## src/rtl/router_port_rx.sv

```systemverilog
// Router output-port sink: pops the port FIFO, parses the header, streams the payload and checks parity.
// Latency: FIFO read data is captured one cycle after read_enb; a payload byte reaches m_valid the cycle after capture.
// Backpressure: m_ready low holds the skid buffer, and FIFO reads stop once buffered plus in-flight bytes reach BUF_DEPTH.
module router_port_rx #(
    parameter int BUF_DEPTH = 4,
    parameter int TIMEOUT   = 32
) (
    input  logic       clock,
    input  logic       resetn,
    input  logic       vld_out,
    input  logic [7:0] data_out,
    output logic       read_enb,
    output logic [7:0] m_data,
    output logic       m_valid,
    input  logic       m_ready,
    output logic       m_last,
    output logic       pkt_done,
    output logic [1:0] pkt_dest,
    output logic [5:0] pkt_len,
    output logic       parity_err,
    output logic       trunc_err
);

    localparam int PW = (BUF_DEPTH > 1) ? $clog2(BUF_DEPTH) : 1;
    localparam int CW = $clog2(BUF_DEPTH + 1);
    localparam int TW = $clog2(TIMEOUT + 1);

    typedef enum logic [2:0] {
        S_IDLE,
        S_HDR,
        S_PAYLOAD,
        S_PARITY,
        S_DONE
    } state_t;

    state_t state, state_nx;

    logic          run_en;
    logic          rd_pend;
    logic [6:0]    issued;
    logic [5:0]    rcv_cnt;
    logic [7:0]    par;
    logic [TW-1:0] idle_cnt;
    logic [8:0]    mem [BUF_DEPTH];
    logic [PW-1:0] wr_ptr, rd_ptr;
    logic [CW-1:0] buf_count;

    logic busy, credit_ok, timeout_hit, issue_allowed;
    logic hdr_cap, push, push_last, par_cap, abort, pop;

    assign busy        = (state == S_HDR) || (state == S_PAYLOAD) || (state == S_PARITY);
    assign credit_ok   = (32'(buf_count) + 32'(rd_pend)) < BUF_DEPTH;
    assign timeout_hit = busy && !rd_pend && (idle_cnt == TW'(TIMEOUT - 1));

    // The cycle that aborts must not launch a read whose data would land after the packet is gone.
    assign issue_allowed = run_en &&
                           ((state == S_IDLE) ||
                            (((state == S_PAYLOAD) || (state == S_PARITY)) &&
                             (issued < ({1'b0, pkt_len} + 7'd1)) && !timeout_hit));

    assign read_enb  = vld_out && issue_allowed && credit_ok;
    assign push_last = ((rcv_cnt + 6'd1) == pkt_len);
    assign pop       = m_valid && m_ready;

    assign m_valid = (buf_count != '0);
    assign m_data  = mem[rd_ptr][7:0];
    assign m_last  = m_valid && mem[rd_ptr][8];

    always_comb begin
        state_nx = state;
        hdr_cap  = 1'b0;
        push     = 1'b0;
        par_cap  = 1'b0;
        abort    = 1'b0;
        case (state)
            S_IDLE: begin
                if (read_enb) state_nx = S_HDR;
            end
            S_HDR: begin
                if (rd_pend) begin
                    hdr_cap  = 1'b1;
                    state_nx = (data_out[7:2] == 6'd0) ? S_PARITY : S_PAYLOAD;
                end else if (timeout_hit) begin
                    abort    = 1'b1;
                    state_nx = S_DONE;
                end
            end
            S_PAYLOAD: begin
                if (rd_pend) begin
                    push = 1'b1;
                    if (push_last) state_nx = S_PARITY;
                end else if (timeout_hit) begin
                    abort    = 1'b1;
                    state_nx = S_DONE;
                end
            end
            S_PARITY: begin
                if (rd_pend) begin
                    par_cap  = 1'b1;
                    state_nx = S_DONE;
                end else if (timeout_hit) begin
                    abort    = 1'b1;
                    state_nx = S_DONE;
                end
            end
            S_DONE: begin
                state_nx = S_IDLE;
            end
            default: state_nx = S_IDLE;
        endcase
    end

    always_ff @(posedge clock or negedge resetn) begin
        if (!resetn) begin
            state      <= S_IDLE;
            run_en     <= 1'b0;
            rd_pend    <= 1'b0;
            issued     <= '0;
            rcv_cnt    <= '0;
            par        <= '0;
            idle_cnt   <= '0;
            wr_ptr     <= '0;
            rd_ptr     <= '0;
            buf_count  <= '0;
            pkt_done   <= 1'b0;
            pkt_dest   <= '0;
            pkt_len    <= '0;
            parity_err <= 1'b0;
            trunc_err  <= 1'b0;
            for (int i = 0; i < BUF_DEPTH; i++) mem[i] <= '0;
        end else begin
            state   <= state_nx;
            run_en  <= 1'b1;
            rd_pend <= read_enb;

            if (read_enb) issued <= issued + 7'd1;

            if (busy && !rd_pend) idle_cnt <= idle_cnt + TW'(1);
            else                  idle_cnt <= '0;

            if (hdr_cap) begin
                pkt_len  <= data_out[7:2];
                pkt_dest <= data_out[1:0];
                par      <= data_out;
                issued   <= '0;
                rcv_cnt  <= '0;
            end

            if (push) begin
                par          <= par ^ data_out;
                rcv_cnt      <= rcv_cnt + 6'd1;
                mem[wr_ptr]  <= {push_last, data_out};
                wr_ptr       <= wr_ptr + PW'(1);
            end

            // A truncated packet still needs a stream delimiter on whatever payload is left unread.
            if (abort && (buf_count != '0) && !(pop && (buf_count == CW'(1))))
                mem[wr_ptr - PW'(1)][8] <= 1'b1;

            if (pop) rd_ptr <= rd_ptr + PW'(1);

            case ({push, pop})
                2'b10:   buf_count <= buf_count + CW'(1);
                2'b01:   buf_count <= buf_count - CW'(1);
                default: buf_count <= buf_count;
            endcase

            pkt_done <= par_cap || abort;
            if (par_cap) begin
                parity_err <= (data_out != par);
                trunc_err  <= 1'b0;
            end else if (abort) begin
                parity_err <= 1'b0;
                trunc_err  <= 1'b1;
            end
        end
    end

endmodule

```

## config.mk

```make
export PLATFORM = sky130hd
export DESIGN_NAME = router_port_rx
export DESIGN_NICKNAME = d
export VERILOG_FILES = /design/src/rtl/router_port_rx.sv
export SDC_FILE = /design/constraint.sdc
export NUM_CORES = 1
export LEC_CHECK = 0
export ABC_AREA = 1
export CORE_MARGIN = 2
export CORE_UTILIZATION = 40
export DETAILED_ROUTE_END_ITERATION = 16
export GPL_ROUTABILITY_DRIVEN = 0
export GPL_TIMING_DRIVEN = 0
export PLACE_DENSITY_LB_ADDON = 0.08
export REMOVE_ABC_BUFFERS = 1
export SYNTH_ARGS = -nofsm -noshare
export SYNTH_HDL_FRONTEND = slang
export SYNTH_SLANG_ARGS = --single-unit
```

## constraint.sdc

```tcl
create_clock -name clock -period 2.85 [get_ports clock]
set_input_delay 0.4275 -clock clock [delete_from_list [all_inputs] [get_ports clock]]
set_output_delay 0.4275 -clock clock [all_outputs]
set_load 0.05 [all_outputs]
```

==> impl_results.md <==
* Initial antenna violation count at 0
* Clock sink count at 86
* Reg clk slew, reported paths at 0.06 ns
* Core area at 11000 sq um
* Final wirelength at ~10000 um
* Peak supply drop at 0.742 mV
* Reg2reg setup slack at 0.75 ns
* Final Hold Violating Endpoints at 0
* Crit path time final at 2.75 ns
* Library cells used by synthesis at 41
* Hpwl dp at approximately 7000 um
* Routed wire length per instance at about 14 um
* Syn Inst Count at 524
* Post-DRT Antenna Nets at 0
* Post-layout worst setup margin at 0.0951 ns
* Maximum number of pins on one net before global-route repair at 50
* Crit path max-delay cell type: clkdlybuf4s50_1
* Worst Hold Class: primary input to async pin
* Die ar. at about 12000 sq um
* Reg2reg end: issued[6]
* Max_slew headroom at 0.539
* CP Data Required Time at about 2.4 ns
* Ant. Diodes at 0
* Root Driver: clkbuf_16
* Seq/Total Area, Yosys at 0.473
* Pre-CTS WS at -0.334 ns
* Clock Tree Buf Depth at 2
* Area growth, synth to finish at 19.2%
* CTS tree: done
* Drt first pass iters at 4
* Post-DP Area at roughly 5000 sq um
* Num CTS Buffers at 9
* First-pass GRT wire length at 17000 um
* Leak pwr at 2.56 nW
* Tot GR Track Use at 0.174
* Initial drt markers at between 150 and 200
* GRT Residual Overflow at 0
* Vias in the first global route at about 3500
* PortBufs at 33
* Fin nets at 592
* Pwr per Cell Area at 988 nW/um^2
* Std-Cell Rows at 38
* Post-route cell area at 5420 sq um
* CTS hold repair buffers at 0
* Yosys top cell area share at 0.473
* Initial core utilization at 0.414
* Ports at 34
* Fmax at ~360 MHz
* CP cell instances: clkinvlp_4, buf_4, o21ai_0, o22ai_1, clkdlybuf4s50_1
* Fin. max-slew vios at 0
* Synthesized cell area at 4550 sq um
* FILL cells at 1075
* Worst Reg-to-Reg Cells at 14
* Period Utilization, post-route at 0.967
* WP buf/inv at 3
* Non-filler cells, final at 705
* Die Y at 111 um
* Arr. time, crit path at 2.33 ns
* RSZ-0062 raised after global routing: yes
* Clock latency at the later pin of the worst-skew pair at about 0.34 ns
* Synth Register Bits at 86
* Vias at 3494
* H-Tree Depth at 3
* Max incr delay on CP at 0.82 ns
* Finish-stage setup viols at 0
* # placed instances at approximately 680
* Final total power at 5.35 mW
* Ys Warns at 0
* Die W at 111 um
* Ys flop type: dfrtp_1
* Most area-consuming cells after synthesis: dfrtp_1, nand2_1, o21ai_0
* Crit start category: flop
* Ys async rst share at 1.00
* Reg2reg start: pkt_len[1]
* CP endpoint kind: primary output
* Residual DRC count at 0
* Vias per Instance at 4.96
* Slew @ Worst Pin at 0.688 ns
* CP top delay family: buffers and inverters
* Share of cells above drive strength 1 at 0.138
* Worst clock skew at 0.00701 ns
* EDFF count, synth at 0
* CP max FO at 22
* Crit Path Class: flop to primary output
* Post-synth top area cell: dfrtp_1
* Syn Area/Cell at 8.68 sq um
* Max-Cap Viols at 0
* Status: completed
[logic make-up after synthesis]
group                    count (synthesis)  synth area share
AO/OA/AOI/OAI                          107             0.141
XOR/XNOR                                24            0.0462
adder cells (fa/ha/maj)                 19            0.0523
buffers and inverters                   71            0.0704
flip-flops                              86             0.473
other                                    1          0.000825
AND/OR/NAND/NOR                        216             0.216
[through the flow]
stage / hold slack [ns] / util / setup TNS, ns
6_report: 0.0785 / 0.493 / 0
5_1_grt: 0.107 / 0.493 / -0.0321
4_1_cts: 0.0915 / 0.487 / 0
3_5_place_dp: 0.455 / 0.453 / -0.334
3_3_place_gp: 0.450 / 0.451 / -174.03
2_1_floorplan: 0.132 / - / 0
[worst reg2reg max path, cell delays in order (launching register included)]
cell and delay (ns):
dfrtp_2 0.40, ha_2 0.20, nand3_1 0.12, nor2_1 0.11, nand2_1 0.09, ha_4 0.29
nand2_2 0.05, a21oi_1 0.15, nor2_2 0.06, nand3_2 0.09, nand2_4 0.07, nand2_4 0.10
nand2_4 0.11, nand2_1 0.10, o21ai_2 0.05
[layout make-up]
class / instances / area [sq um] / share of cell area
sequential: 86 / 2160 / 0.399
multi-input combinational: 367 / 2100 / 0.387
timing repair buffer: 40 / 415 / 0.0767
clock buffer: 10 / 239 / 0.0441
inverter: 57 / 223 / 0.0411
tap: 140 / 175 / 0.0323
clock inverter: 5 / 108 / 0.0199
[power by group]
group | internal, mW | total, mW | switching [mW]
clock | 0.878 | 1.36 | 0.478
combinational | 0.802 | 2.16 | 1.36
sequential | 1.50 | 1.84 | 0.331
[cell usage in the layout, fill, tap and decap left out, drive strengths merged, types with 2 or more instances in the layout]
master / instances
o21bai: 2
a21oi: 12
bufinv: 3
dlymetal6s2s: 4
o22ai: 12
nor2: 48
clkbuf: 10
o21ai: 71
xor2: 18
nand2: 122
nand3: 27
xnor2: 6
dfrtp: 86
nor3: 9
ha: 19
clkinv: 2
o211ai: 4
o21a: 2
a21boi: 2
clkdlybuf4s50: 27
nor4: 3
inv: 56
buf: 9
nand4: 5
[cell usage after synthesis, drive strengths merged, types with 2 or more instances]
cell type / n
nor4: 3
o21ai: 71
inv: 57
nand4: 5
o22ai: 12
o211ai: 4
o21bai: 2
a21oi: 12
nor2: 48
dfrtp: 86
a21boi: 2
clkbuf: 4
nand2: 122
o21a: 2
xor2: 18
nand3: 27
nor3: 9
xnor2: 6
buf: 10
ha: 19
[layer usage]
metal	vias to the layer above	part of all wire	track usage
met5	-	0	0
met4	0	0.011	0.0550
met3	9	0.033	0.0373
met2	45	0.46	0.285
met1	1650	0.49	0.230
li1	1790	-	-
[timing repair]
action,CTS,global route
resized for setup,14,10
setup endpoints to repair,9,8
gates cloned,0,0
setup buffers,2,4
[worst max-delay path by stage]
| stage | cells past startpoint | endpoint | from |
|---|---|---|---|
| 6_report | 5 | m_data[0] | rd_ptr[0] |
| 3_3_place_gp | 1 | rcv_cnt[4] | resetn |
| 4_1_cts | 13 | read_enb | pkt_len[0] |
| 2_1_floorplan | 4 | m_last | buf_count[0] |
| 5_1_grt | 12 | read_enb | pkt_len[0] |
| 3_5_place_dp | 13 | read_enb | pkt_len[0] |
(Power assumes the default switching activity.)
